[src/rtl/uart_pkg.sv]
// Shared definitions for the UART transmit feeder: data width, default FIFO depth
// and the launch FSM state encoding.
package uart_pkg;

    localparam int unsigned UART_DATA_W     = 8;
    localparam int unsigned UART_FIFO_DEPTH = 16;

    typedef enum logic [1:0] {
        IDLE      = 2'd0,
        LAUNCH    = 2'd1,
        WAIT_BUSY = 2'd2,
        WAIT_IDLE = 2'd3
    } tx_state_e;

endpackage

[src/rtl/uart_sync_fifo.sv]
// Single-clock byte FIFO with registered FULL/EMPTY/COUNT and an overflow pulse.
// UART_TX_FIFO_ALMOST_FULL_EN adds AF_THRESH and a registered almost-full flag.
module uart_sync_fifo
    import uart_pkg::*;
#(
    parameter int unsigned DATA_W = UART_DATA_W,
    parameter int unsigned DEPTH  = UART_FIFO_DEPTH
`ifdef UART_TX_FIFO_ALMOST_FULL_EN
    , parameter int unsigned AF_THRESH = 12
`endif
) (
    input  logic                     i_clk,
    input  logic                     i_arst_n,
    input  logic                     i_wr_en,
    input  logic [DATA_W-1:0]        i_wr_data,
    input  logic                     i_rd_en,
    output logic [DATA_W-1:0]        o_rd_data,
    output logic                     o_full,
    output logic                     o_empty,
    output logic [$clog2(DEPTH):0]   o_count,
    output logic                     o_overflow
`ifdef UART_TX_FIFO_ALMOST_FULL_EN
    , output logic                   o_almost_full
`endif
);

    localparam int unsigned AW = $clog2(DEPTH);

    logic [DATA_W-1:0] r_mem [DEPTH];
    logic [AW:0]       r_wr_ptr;
    logic [AW:0]       r_rd_ptr;
    logic [AW:0]       r_count;
    logic              r_full;
    logic              r_empty;
    logic              r_overflow;
    logic [AW:0]       w_wr_ptr_d;
    logic [AW:0]       w_rd_ptr_d;
    logic [AW:0]       w_count_d;
    logic              w_push;
    logic              w_pop;

    assign w_push     = i_wr_en && !r_full;
    assign w_pop      = i_rd_en && !r_empty;
    assign w_wr_ptr_d = w_push ? r_wr_ptr + (AW+1)'(1) : r_wr_ptr;
    assign w_rd_ptr_d = w_pop ? r_rd_ptr + (AW+1)'(1) : r_rd_ptr;
    assign w_count_d  = w_wr_ptr_d - w_rd_ptr_d;

    // Storage is deliberately left out of reset.
    always_ff @(posedge i_clk) begin
        if (w_push) begin
            r_mem[r_wr_ptr[AW-1:0]] <= i_wr_data;
        end
    end

    // Flags are computed from next-state pointers so they line up with the pointer update.
    always_ff @(posedge i_clk or negedge i_arst_n) begin
        if (!i_arst_n) begin
            r_wr_ptr   <= '0;
            r_rd_ptr   <= '0;
            r_count    <= '0;
            r_full     <= 1'b0;
            r_empty    <= 1'b1;
            r_overflow <= 1'b0;
        end else begin
            r_wr_ptr   <= w_wr_ptr_d;
            r_rd_ptr   <= w_rd_ptr_d;
            r_count    <= w_count_d;
            r_full     <= (w_wr_ptr_d[AW] != w_rd_ptr_d[AW]) &&
                          (w_wr_ptr_d[AW-1:0] == w_rd_ptr_d[AW-1:0]);
            r_empty    <= (w_wr_ptr_d == w_rd_ptr_d);
            r_overflow <= i_wr_en && r_full;
        end
    end

`ifdef UART_TX_FIFO_ALMOST_FULL_EN
    localparam logic [AW:0] AF_LVL = (AW+1)'(AF_THRESH);

    logic r_almost_full;

    always_ff @(posedge i_clk or negedge i_arst_n) begin
        if (!i_arst_n) begin
            r_almost_full <= 1'b0;
        end else begin
            r_almost_full <= (w_count_d >= AF_LVL);
        end
    end

    assign o_almost_full = r_almost_full;
`endif

    assign o_rd_data  = r_mem[r_rd_ptr[AW-1:0]];
    assign o_full     = r_full;
    assign o_empty    = r_empty;
    assign o_count    = r_count;
    assign o_overflow = r_overflow;

endmodule

[src/rtl/uart_tx_fifo_feeder.sv]
// Byte FIFO plus launch FSM that hands one byte at a time to a UART transmitter,
// paced by TX_BUSY. UART_TX_FIFO_ALMOST_FULL_EN adds AF_THRESH and ALMOST_FULL.
module uart_tx_fifo_feeder
    import uart_pkg::*;
#(
    parameter int unsigned DATA_W  = UART_DATA_W,
    parameter int unsigned DEPTH   = UART_FIFO_DEPTH,
    parameter int unsigned BUSY_TO = 4
`ifdef UART_TX_FIFO_ALMOST_FULL_EN
    , parameter int unsigned AF_THRESH = 12
`endif
) (
    input  logic                     clk,
    input  logic                     ARSTn,
    input  logic                     WR_EN,
    input  logic [DATA_W-1:0]        WR_DATA,
    output logic                     FULL,
    output logic                     EMPTY,
    output logic [$clog2(DEPTH):0]   COUNT,
    output logic                     OVERFLOW,
    input  logic                     TX_BUSY,
    output logic [DATA_W-1:0]        TX_P_DATA,
    output logic                     TXDATA_VALID
`ifdef UART_TX_FIFO_ALMOST_FULL_EN
    , output logic                   ALMOST_FULL
`endif
);

    localparam int unsigned   TW      = $clog2(BUSY_TO + 1);
    localparam logic [TW-1:0] TO_LAST = TW'(BUSY_TO - 1);

    tx_state_e         r_state;
    logic [TW-1:0]     r_to_cnt;
    logic [DATA_W-1:0] r_tx_data;
    logic              r_tx_valid;
    logic [DATA_W-1:0] w_rd_data;
    logic              w_empty;
    logic              w_pop;

    assign w_pop = (r_state == IDLE) && !w_empty && !TX_BUSY;

    uart_sync_fifo #(
        .DATA_W    (DATA_W),
        .DEPTH     (DEPTH)
`ifdef UART_TX_FIFO_ALMOST_FULL_EN
        , .AF_THRESH (AF_THRESH)
`endif
    ) u_fifo (
        .i_clk      (clk),
        .i_arst_n   (ARSTn),
        .i_wr_en    (WR_EN),
        .i_wr_data  (WR_DATA),
        .i_rd_en    (w_pop),
        .o_rd_data  (w_rd_data),
        .o_full     (FULL),
        .o_empty    (w_empty),
        .o_count    (COUNT),
        .o_overflow (OVERFLOW)
`ifdef UART_TX_FIFO_ALMOST_FULL_EN
        , .o_almost_full (ALMOST_FULL)
`endif
    );

    always_ff @(posedge clk or negedge ARSTn) begin
        if (!ARSTn) begin
            r_state    <= IDLE;
            r_to_cnt   <= '0;
            r_tx_data  <= '0;
            r_tx_valid <= 1'b0;
        end else begin
            r_tx_valid <= 1'b0;
            case (r_state)
                IDLE: begin
                    if (w_pop) begin
                        r_tx_data  <= w_rd_data;
                        r_tx_valid <= 1'b1;
                        r_state    <= LAUNCH;
                    end
                end
                LAUNCH: begin
                    r_to_cnt <= '0;
                    r_state  <= WAIT_BUSY;
                end
                // A transmitter that never raises busy still consumes the byte after BUSY_TO.
                WAIT_BUSY: begin
                    if (TX_BUSY) begin
                        r_state <= WAIT_IDLE;
                    end else if (r_to_cnt == TO_LAST) begin
                        r_state <= IDLE;
                    end else begin
                        r_to_cnt <= r_to_cnt + TW'(1);
                    end
                end
                WAIT_IDLE: begin
                    if (!TX_BUSY) begin
                        r_state <= IDLE;
                    end
                end
                default: r_state <= IDLE;
            endcase
        end
    end

    assign EMPTY        = w_empty;
    assign TX_P_DATA    = r_tx_data;
    assign TXDATA_VALID = r_tx_valid;

endmodule
[config.mk]
export PLATFORM = sky130hd
export DESIGN_NAME = uart_tx_fifo_feeder
export DESIGN_NICKNAME = d
export VERILOG_FILES = /design/src/rtl/uart_pkg.sv /design/src/rtl/uart_sync_fifo.sv /design/src/rtl/uart_tx_fifo_feeder.sv
export SDC_FILE = /design/constraint.sdc
export NUM_CORES = 1
export LEC_CHECK = 0
export ABC_AREA = 1
export CAP_MARGIN = 15
export CORE_MARGIN = 3
export CORE_UTILIZATION = 40
export DETAILED_ROUTE_END_ITERATION = 8
export PLACE_DENSITY = 0.56
export SLEW_MARGIN = 20
export SYNTH_ARGS = -nofsm -noshare
export SYNTH_HDL_FRONTEND = slang
export SYNTH_SLANG_ARGS = --single-unit
export TNS_END_PERCENT = 5
[constraint.sdc]
create_clock -name clk -period 5.8 [get_ports clk]
set_clock_uncertainty 0.15 [all_clocks]
set_input_delay 1.16 -clock clk [delete_from_list [all_inputs] [get_ports clk]]
set_output_delay 1.16 -clock clk [all_outputs]
set_load 0.03 [all_outputs]
Word level (Yosys, flattened, before mapping)
Memory sizes are Yosys's and may differ from the RTL's. A register that Yosys moved wholly into a read port is not among the register bits.
Index checks and enable logic that the tools add are counted.
{"block": "word_totals", "register_bits": 24, "ramBits": 128, "input_bits": 12, "mem_count": 1}
{"name": "u_fifo.r_mem", "words": 16, "word_bits": 8, "rd": 1, "rd_ports_with_merged_regs": 1, "write_ports": 1, "line_no": "uart_sync_fifo.sv:29", "text": "logic [DATA_W-1:0] r_mem [DEPTH];"}
{"block": "classes", "n_addsub": 4, "eq_ne": 12, "mux": 14, "reduce_logical": 15}
{"operator": "$add 5x1->5 const B", "count": 2}
{"operator": "$mux 5", "count": 2}
{"operator": "$mux 2", "count": 4}
{"operator": "$pmux 2 s4", "count": 1}
{"operator": "$logic_and 1x1->1", "count": 6}
{"operator": "$mux 3", "count": 2}
{"operator": "$ne 2x2->1 const B", "count": 3}
{"operator": "$pmux 3 s2", "count": 1}
{"operator": "$reduce_and 3->1", "count": 2}
{"operator": "$eq 5x5->1", "count": 1}
{"operator": "$sub 5x5->5", "count": 1}
{"operator": "$eq 2x2->1 const B", "count": 2}
{"operator": "$eq 4x4->1", "count": 1}
{"operator": "$logic_not 1->1", "count": 4}
{"operator": "$mux 1", "count": 4}
{"operator": "$add 3x1->3 const B", "count": 1}
{"operator": "$eq 3x2->1 const B", "count": 1}
{"operator": "$ne 3x3->1 const B", "count": 1}
{"operator": "$eq 2x1->1 const B", "count": 1}
{"operator": "$logic_not 2->1", "count": 1}
{"operator": "$ne 2x1->1 const B", "count": 1}
{"operator": "$reduce_and 2->1", "count": 1}
{"operator": "$reduce_bool 2->1", "count": 1}
{"operator": "$ne 1x1->1", "count": 1}

Logic depth before layout (Yosys ltp)
{"block": "depth", "word_depth": 7, "ltp_mapped": 15, "depth_no_buf": 15}

Cells and area by module
A second synthesis with hierarchy kept.
{"block": "hier_totals", "hier_cells": 580, "area_unflattened_um2": 6716.4}
{"mod": "uart_sync_fifo", "n_inst": 1, "cells_each": 513, "area_per_inst_um2": 6112.1}
{"mod": "uart_tx_fifo_feeder", "n_inst": 1, "cells_each": 67, "area_per_inst_um2": 604.3}

Worst setup path after synthesis
OpenSTA, ideal clock, no wires.
{"block": "synth_timing", "path_kind": "input-to-reg", "from": "in TX_BUSY", "to": "reg u_fifo.r_count[4] (netlist: u_fifo.o_count[4])", "setup_ns": 0.117, "arrival_time_ns": 2.327, "required_time_ns": 5.533, "path_slack_ns": 3.206, "stages": 10, "path_buffers": 0, "cell_sequence": "inv_1 > nand3_4 > nor4_2 > xor2_1 > ha_1 > nand3_1 > nand2_1 > inv_1 > nand3_1 > nand2_1"}
{"block": "synth_between", "elab_chain_cells": 5}
{"element": "start: declaration", "line_no": "uart_tx_fifo_feeder.sv:21", "text": "input logic TX_BUSY,"}
{"element": "$logic_not 1->1"}
{"element": "$logic_and 1x1->1", "line_no": "uart_tx_fifo_feeder.sv:40", "text": "assign w_pop = (r_state == IDLE) && !w_empty && !TX_BUSY;"}
{"element": "$logic_and 1x1->1", "line_no": "uart_sync_fifo.sv:43", "text": "assign w_pop = i_rd_en && !r_empty;"}
{"element": "$mux 5", "line_no": "uart_sync_fifo.sv:45", "text": "assign w_rd_ptr_d = w_pop ? r_rd_ptr + (AW+1)'(1) : r_rd_ptr;"}
{"element": "$sub 5x5->5", "line_no": "uart_sync_fifo.sv:46", "text": "assign w_count_d = w_wr_ptr_d - w_rd_ptr_d;"}
{"element": "net u_fifo.w_count_d[4]", "line_no": "uart_sync_fifo.sv:38", "text": "logic [AW:0] w_count_d;"}
{"element": "end signal: assignment", "line_no": "uart_sync_fifo.sv:67", "text": "r_count <= w_count_d;"}
{"element": "end: declaration", "line_no": "uart_sync_fifo.sv:32", "text": "logic [AW:0] r_count;"}
The timed path passes the listed nets, and every way through them passes these cells.
A chain may end at the register's enable or synchronous reset.

Worst setup path in the final report
{"block": "layout_timing", "from": "in WR_EN", "to": "reg u_fifo.r_count[4] (netlist: u_fifo.o_count[4])"}
{"block": "layout_between", "elab_chain_cells": 3}
{"element": "start: declaration", "line_no": "uart_tx_fifo_feeder.sv:15", "text": "input logic WR_EN,"}
{"element": "$logic_and 1x1->1", "line_no": "uart_sync_fifo.sv:42", "text": "assign w_push = i_wr_en && !r_full;"}
{"element": "$mux 5", "line_no": "uart_sync_fifo.sv:44", "text": "assign w_wr_ptr_d = w_push ? r_wr_ptr + (AW+1)'(1) : r_wr_ptr;"}
{"element": "net u_fifo.w_wr_ptr_d[3]", "line_no": "uart_sync_fifo.sv:36", "text": "logic [AW:0] w_wr_ptr_d;"}
{"element": "$sub 5x5->5", "line_no": "uart_sync_fifo.sv:46"}
{"element": "net u_fifo.w_count_d[4]", "line_no": "uart_sync_fifo.sv:38"}
The timed path passes the listed nets, and every way through them passes these cells.

==> Flow_metrics.wiki <==
{| class="wikitable"
! Metric !! Value
|-
| Fmax || 330 MHz
|-
| Top post-synthesis cells by count || sky130_fd_sc_hd__edfxtp_1, sky130_fd_sc_hd__nor2_1, sky130_fd_sc_hd__o21ai_0
|-
| Kind of path behind the tightest hold check || reg2reg
|-
| Initial antenna violation count || 0
|-
| Final GP Congestion || 0.834
|-
| Most frequently used flop master after synthesis || sky130_fd_sc_hd__edfxtp_1
|-
| Detailed-routing iteration count for the pre-antenna-repair pass || 5
|-
| First-pass GRT wire length || 23,700 µm
|-
| Comb pwr share || 0.382
|-
| Residual DRC || 0
|-
| Number of antenna repair diodes || 0
|-
| Sequential power share || 0.370
|-
| Number of rows created at floorplan || 47
|-
| Routed vias/inst || 5.16
|-
| P per Cell Area || roughly 540 mW/mm²
|-
| Biggest fanout along the worst timing path || 6
|-
| CTS tree || built
|-
| Worst relative slew slack || 0.445
|-
| Top-count cell post-synth || sky130_fd_sc_hd__edfxtp_1
|-
| Total number of vias || 4,486
|-
| Largest net degree at the start of global routing || 67
|-
| Clock network fraction of total power || 0.248
|-
| Footprint of the flip-flops and latches || ~0.0046 mm²
|-
| Share of layout cells above drive strength 1 || 0.105
|-
| CTS Hold Bufs || 0
|-
| Post-synth EDFFs || 128
|-
| Initial Util || 0.409
|-
| Actual transition at the worst max-transition pin || a little over 0.8 ns
|-
| Grt met3 use || 0.0466
|-
| Proportion of synthesized flip-flops having asynchronous set or reset || 0.200
|-
| Total routed wirelength || 15,100 µm
|-
| GR Util All Layers || 0.172
|-
| Fill cell instance count of the final layout || 1,486
|-
| Clock slew seen by the registers of the worst setup and hold paths || 0.06 ns
|-
| Global routing met2 resource utilization || 0.268
|-
| Die span in x || 136 µm
|-
| Routed WL per cell || 17.3 µm
|-
| Worst Setup Start Kind || input pin
|-
| Estimated wirelength of the detail-placed design || about 9600 µm
|-
| Sw frac || 0.385
|-
| Internal power consumption || 2.58 mW
|-
| Vias in the first global route || ~4.3k
|-
| Final critical-path share of the clock period || 0.523
|-
| Average cell area after synthesis || 11.2 µm²
|-
| PostCTS Resize Cnt || 0
|-
| Area share of the largest cell type after synthesis || 0.565
|-
| Post-synthesis instance total || 608
|-
| Area taken by multi-input logic gates || 0.00184 mm²
|-
| Area of the core || approximately 0.017 mm²
|-
| CP Class || in2reg
|-
| Die area || 0.0186 mm²
|-
| Final core utilization || 0.470
|-
| Leakage || 2.94 nW
|-
| Top Usage Layer GRT || met2
|-
| Most area-hungry cell type in the Yosys netlist || sky130_fd_sc_hd__edfxtp_1
|-
| Sink Count || 160
|-
| Area added between synthesis and finish || 15.0%
|-
| Clock buffer depth || 2
|-
| Max-slew violation count || 0
|-
| Critical Path AT || 3.24 ns
|-
| Syn Std Cell Area || approximately 0.0068 mm²
|-
| Met1 demand-to-capacity share in global routing || 0.238
|-
| Remaining antenna violation count after routing || 0
|-
| Net total in the final layout || 658
|-
| Outcome || complete, no violations
|-
| Later-pin clock latency in the skew report || 0.42 ns
|-
| Max cap viols || 0
|-
| Maximum vdd ir drop || 0.266 mV
|-
| Net switching power || 1.62 mW
|-
| Capturing element type of the critical path || flop
|-
| Final Hold Viols || 0
|-
| Y dimension of the die || ~140 µm
|-
| Number of port buffers || 28
|-
| Post-synthesis register bit count || 160
|-
| Global route overflow || 0
|-
| Iteration-0 DRC Markers || 371
|-
| H-tree level count || 4
|-
| Buffers inserted by post-CTS timing repair || 0
|-
| Net Count, Synth || 630
|-
| Post-route minimum period || 3.03 ns
|-
| RSZ-0062 raised after global routing || no
|-
| Distinct cells, synth || 34
|-
| TritonCTS buffer count || 17
|-
| Leading cell types by total area after synthesis || sky130_fd_sc_hd__edfxtp_1, sky130_fd_sc_hd__dfrtp_1, sky130_fd_sc_hd__nor2_1
|-
| Clock tree root driver cell || sky130_fd_sc_hd__clkbuf_16
|-
| Setup TNS || 0 ns
|-
| CP Data Required Time || roughly 6.0 ns
|-
| Ports || 29
|-
| Sequential cell area fraction in the yosys report || 0.682
|-
| Yosys warns || 0
|-
| Final number of setup-violating endpoints || 0
|}
## worst max-delay path: stages
cell	delay [ns]
sky130_fd_sc_hd__clkdlybuf4s50_1	0.61
sky130_fd_sc_hd__inv_2	0.07
sky130_fd_sc_hd__nor2_4	0.16
sky130_fd_sc_hd__nand2_1	0.11
sky130_fd_sc_hd__nor3_1	0.19
sky130_fd_sc_hd__xor2_1	0.22
sky130_fd_sc_hd__ha_1	0.33
sky130_fd_sc_hd__nand3_1	0.12
sky130_fd_sc_hd__nand2_1	0.06
sky130_fd_sc_hd__inv_1	0.06
sky130_fd_sc_hd__nand3_1	0.08
sky130_fd_sc_hd__nand2_1	0.08
## per-layer routing
layer | vias to the layer above | part of all wire
li1 | 2151 | -
met1 | 2172 | 0.45
met2 | 151 | 0.48
met3 | 12 | 0.057
met4 | 0 | 0.014
met5 | - | 0
## placed cells by master (no fill, tap or decap), types with 5 or more instances in the layout
cell type / count
sky130_fd_sc_hd__o21ai_0: 71
sky130_fd_sc_hd__clkbuf_16: 19
sky130_fd_sc_hd__o22ai_1: 23
sky130_fd_sc_hd__clkdlybuf4s50_1: 28
sky130_fd_sc_hd__inv_1: 40
sky130_fd_sc_hd__nand2_1: 70
sky130_fd_sc_hd__inv_2: 10
sky130_fd_sc_hd__edfxtp_1: 128
sky130_fd_sc_hd__o21ai_1: 15
sky130_fd_sc_hd__ha_1: 10
sky130_fd_sc_hd__dfrtp_1: 30
sky130_fd_sc_hd__nand3_1: 22
sky130_fd_sc_hd__nand2_2: 5
sky130_fd_sc_hd__or2_2: 7
sky130_fd_sc_hd__clkinv_2: 6
sky130_fd_sc_hd__nor2_1: 125
## final cells by class
type / count / area share
clock buffers: 23 / 0.0652
clock inverters: 9 / 0.00655
inverters: 51 / 0.0244
multi-input cells: 374 / 0.236
flip-flops and latches: 160 / 0.593
well taps: 220 / 0.0352
repair buffers: 32 / 0.0396
## path summary, 6_finish.rpt
kind / startpoint / endpoint / slack [ns] / cells after the start
worst max register to register: u_fifo.r_rd_ptr[1] / u_fifo.o_count[4] / 3.18 / 10
min in group asynchronous: ARSTn / u_fifo.o_count[2] / 0.99 / 2
worst min-delay path: r_to_cnt[0] / r_to_cnt[0] / 0.35 / 1
worst max-delay path: WR_EN / u_fifo.o_count[4] / 2.77 / 12
worst min register to register: r_to_cnt[0] / r_to_cnt[0] / 0.35 / 1
max in group asynchronous: ARSTn / u_fifo.o_empty / 4.18 / 2
## state kept, by name, indices dropped and copies added (netlist names)
| name | flops |
|---|---|
| TXDATA_VALID | 1 |
| TX_P_DATA | 8 |
| r_state | 2 |
| r_to_cnt | 3 |
| u_fifo.o_count | 5 |
| u_fifo.o_empty | 1 |
| u_fifo.o_full | 1 |
| u_fifo.o_overflow | 1 |
| u_fifo.r_mem | 128 |
| u_fifo.r_rd_ptr | 5 |
| u_fifo.r_wr_ptr | 5 |
## cells by family (layout without fill, tap and decap cells)
group,Yosys count,in the layout,share of synthesized area
simple gates,246,246,0.158
flops,160,160,0.682
compound gates,114,114,0.0891
buf+inv,74,115,0.0467
fa+ha+maj,10,10,0.0184
xor+xnor,4,4,0.00515
## power groups by stage
stage / sequential, mW / combinational (mW) / clock (mW)
6_report: 1.56 / 1.61 / 1.04
5_1_grt: 1.58 / 1.81 / 1.11
4_1_cts: 1.56 / 1.61 / 1.06
3_5_place_dp: 1.58 / 1.61 / 0
3_3_place_gp: 1.57 / 1.58 / 0
2_1_floorplan: 1.66 / 1.05 / 0
## stage by stage
stage	hold WS, ns	cell area, µm²	setup slack, ns	total power [mW]	instances
after global routing	0.365	7830	2.68	4.50	869
after CTS	0.350	7830	2.79	4.23	869
after global placement	0.310	7270	2.43	3.16	837
after floorplan	0.300	6810	3.21	2.71	608
final	0.346	7830	2.77	4.20	869
after detailed placement	0.342	7270	2.35	3.19	837
(Power assumes the default switching activity.)
==> edit, RTL diff (same settings) <==
`UART_DATA_W`: 8 -> 9.
--- a/src/rtl/uart_pkg.sv
+++ b/src/rtl/uart_pkg.sv
@@ -3,5 +3,5 @@
 package uart_pkg;
 
-    localparam int unsigned UART_DATA_W     = 8;
+    localparam int unsigned UART_DATA_W     = 9;
     localparam int unsigned UART_FIFO_DEPTH = 16;
 
Ports: changed (resized TX_P_DATA and WR_DATA); port bits go from 29 to 31. No check against the original RTL was run, so the function may have changed too.
==> edit against the original RTL <==
Via count rose by 9.1%; die area up 9.7%; routed wire length rose by 13%; sequential cell count is 17 higher; synthesized area increased by 10%; worst setup slack gained 0.079 ns; clock power up 22%; total power grew 12%; largest power group unchanged; count of clock-buffer cells in the layout is 6 lower; final area grew 9.9%; largest cell class unchanged; non-clock buffer count is 1 higher.
==> edit: results (changes against the original RTL) <==
[pwr]
vdd_drop_max_uv=235  ; -12%
p_leak_nw=3.17  ; +7.8%

[layout]
nNetsFinal=708  ; +7.6%
final_layout_size_suffix_gt1_frac=0.105  ; -0.000192
largest_reg_flops=144  ; +13%

[grt]
grt_usage=0.175  ; +0.00241
grt_pass1_vias=5058  ; +18%
grt_pass1_wl_um=26700  ; +13%

[synth]
async_reset_ff_frac=0.186  ; -0.0136
ys_seq_area_frac=0.687  ; +0.00433
ys_types=32  ; -5.9%
synth_fp_nets=684  ; +8.6%
synth_area_leaders=edfxtp_1 58%, dfrtp_1 11%, nor2_1 6.9%
synth_commonest_cells=144 x edfxtp_1, 138 x nor2_1, 76 x o21ai_0

[place]
dp_hpwl_um=10800  ; +12%
port_buffers=30  ; +7.1%
gp_congestion=0.799  ; -4.2%

[critical_path]
startpoint=u_fifo.o_empty$_DFF_PN1_
arrival_ns=1.64  ; -1.60 ns
path_max_fanout=3  ; -3
max_stage_delay_ns=0.67  ; +0.06 ns
reg2reg_slack_ns=3.19  ; about the same
crit_end=EMPTY
path_delay_family=buffers and inverters

[route]
wl_um=17100  ; +13%
first_pass_iters=5  ; unchanged
drtIter0Drc=365  ; -1.6%
vias=4892  ; +9.1%

[sta]
slew_headroom=0.378  ; -0.0667

[run_status]
status=finished clean

[clocking]
clk_latency_ns=0.44  ; +0.02 ns

[edit: cell types whose count changed after synthesis, sizes merged, moves of 3 or more]
cell    unedited run  this run
clkbuf             6        12
edfxtp           128       144
nand2             75        80
nor2             128       141
o211ai             1         4
o21a               1         4
o21ai             86        96
o22ai             23        20
[edit: cell families (layout without fill, tap and decap cells)]
group                    after synthesis  in the layout  share of synthesized area
buffers and inverters                 77            114                     0.0455
adder cells (fa/ha/maj)               10             10                     0.0167
AND/OR/NAND/NOR                      266            266                      0.155
AO/OA/AOI/OAI                        127            127                     0.0911
XOR/XNOR                               4              4                    0.00467
flip-flops                           177            177                      0.687
[edit: power breakdown]
group / internal [mW] / total (mW) / leakage, nW / switching [mW]
Combinational: 0.550 / 1.73 / 1.17 / 1.18
Clock: 0.771 / 1.27 / 0.310 / 0.504
Sequential: 1.60 / 1.71 / 1.69 / 0.109
[edit: cell type report]
cell class / instances / area (um^2)
inverter: 49 / 184
tap: 229 / 287
fill: 1602 / 9600
timing repair buffer: 33 / 318
multi-input combinational: 407 / 2010
clock buffer: 17 / 425
sequential: 177 / 5150
clock inverter: 15 / 230
[edit: worst min path at each step]
stage	start	end	slack [ns]	cells past startpoint
floorplan	r_to_cnt[0]$_DFFE_PN0P_	r_to_cnt[0]$_DFFE_PN0P_	0.30	1
global placement	r_to_cnt[0]$_DFFE_PN0P_	r_to_cnt[0]$_DFFE_PN0P_	0.31	1
detailed placement	r_to_cnt[0]$_DFFE_PN0P_	r_to_cnt[0]$_DFFE_PN0P_	0.33	1
CTS	r_to_cnt[0]$_DFFE_PN0P_	r_to_cnt[0]$_DFFE_PN0P_	0.34	1
global route	r_to_cnt[0]$_DFFE_PN0P_	r_to_cnt[0]$_DFFE_PN0P_	0.37	1
finish	r_to_cnt[0]$_DFFE_PN0P_	r_to_cnt[0]$_DFFE_PN0P_	0.34	1
[edit: metal layers]
| metal | vias to the layer above | track usage | wire length (um) |
|---|---|---|---|
| met5 | - | 0 | 0 |
| met4 | 0 | 0.0745 | 380 |
| met3 | 33 | 0.0395 | 696 |
| met2 | 121 | 0.285 | 8360 |
| met1 | 2411 | 0.226 | 7640 |
| li1 | 2327 | - | - |
[edit: through the flow]
stage               total power [mW]  setup WS [ns]  std cells  cell area [um^2]
floorplan                       2.96           3.22        661              7500
global placement                3.44           2.43        895              7950
detailed placement              3.47           2.38        895              7950
CTS                             4.75           2.83        927              8600
global route                    5.03           2.65        927              8600
finish                          4.72           2.85        927              8600
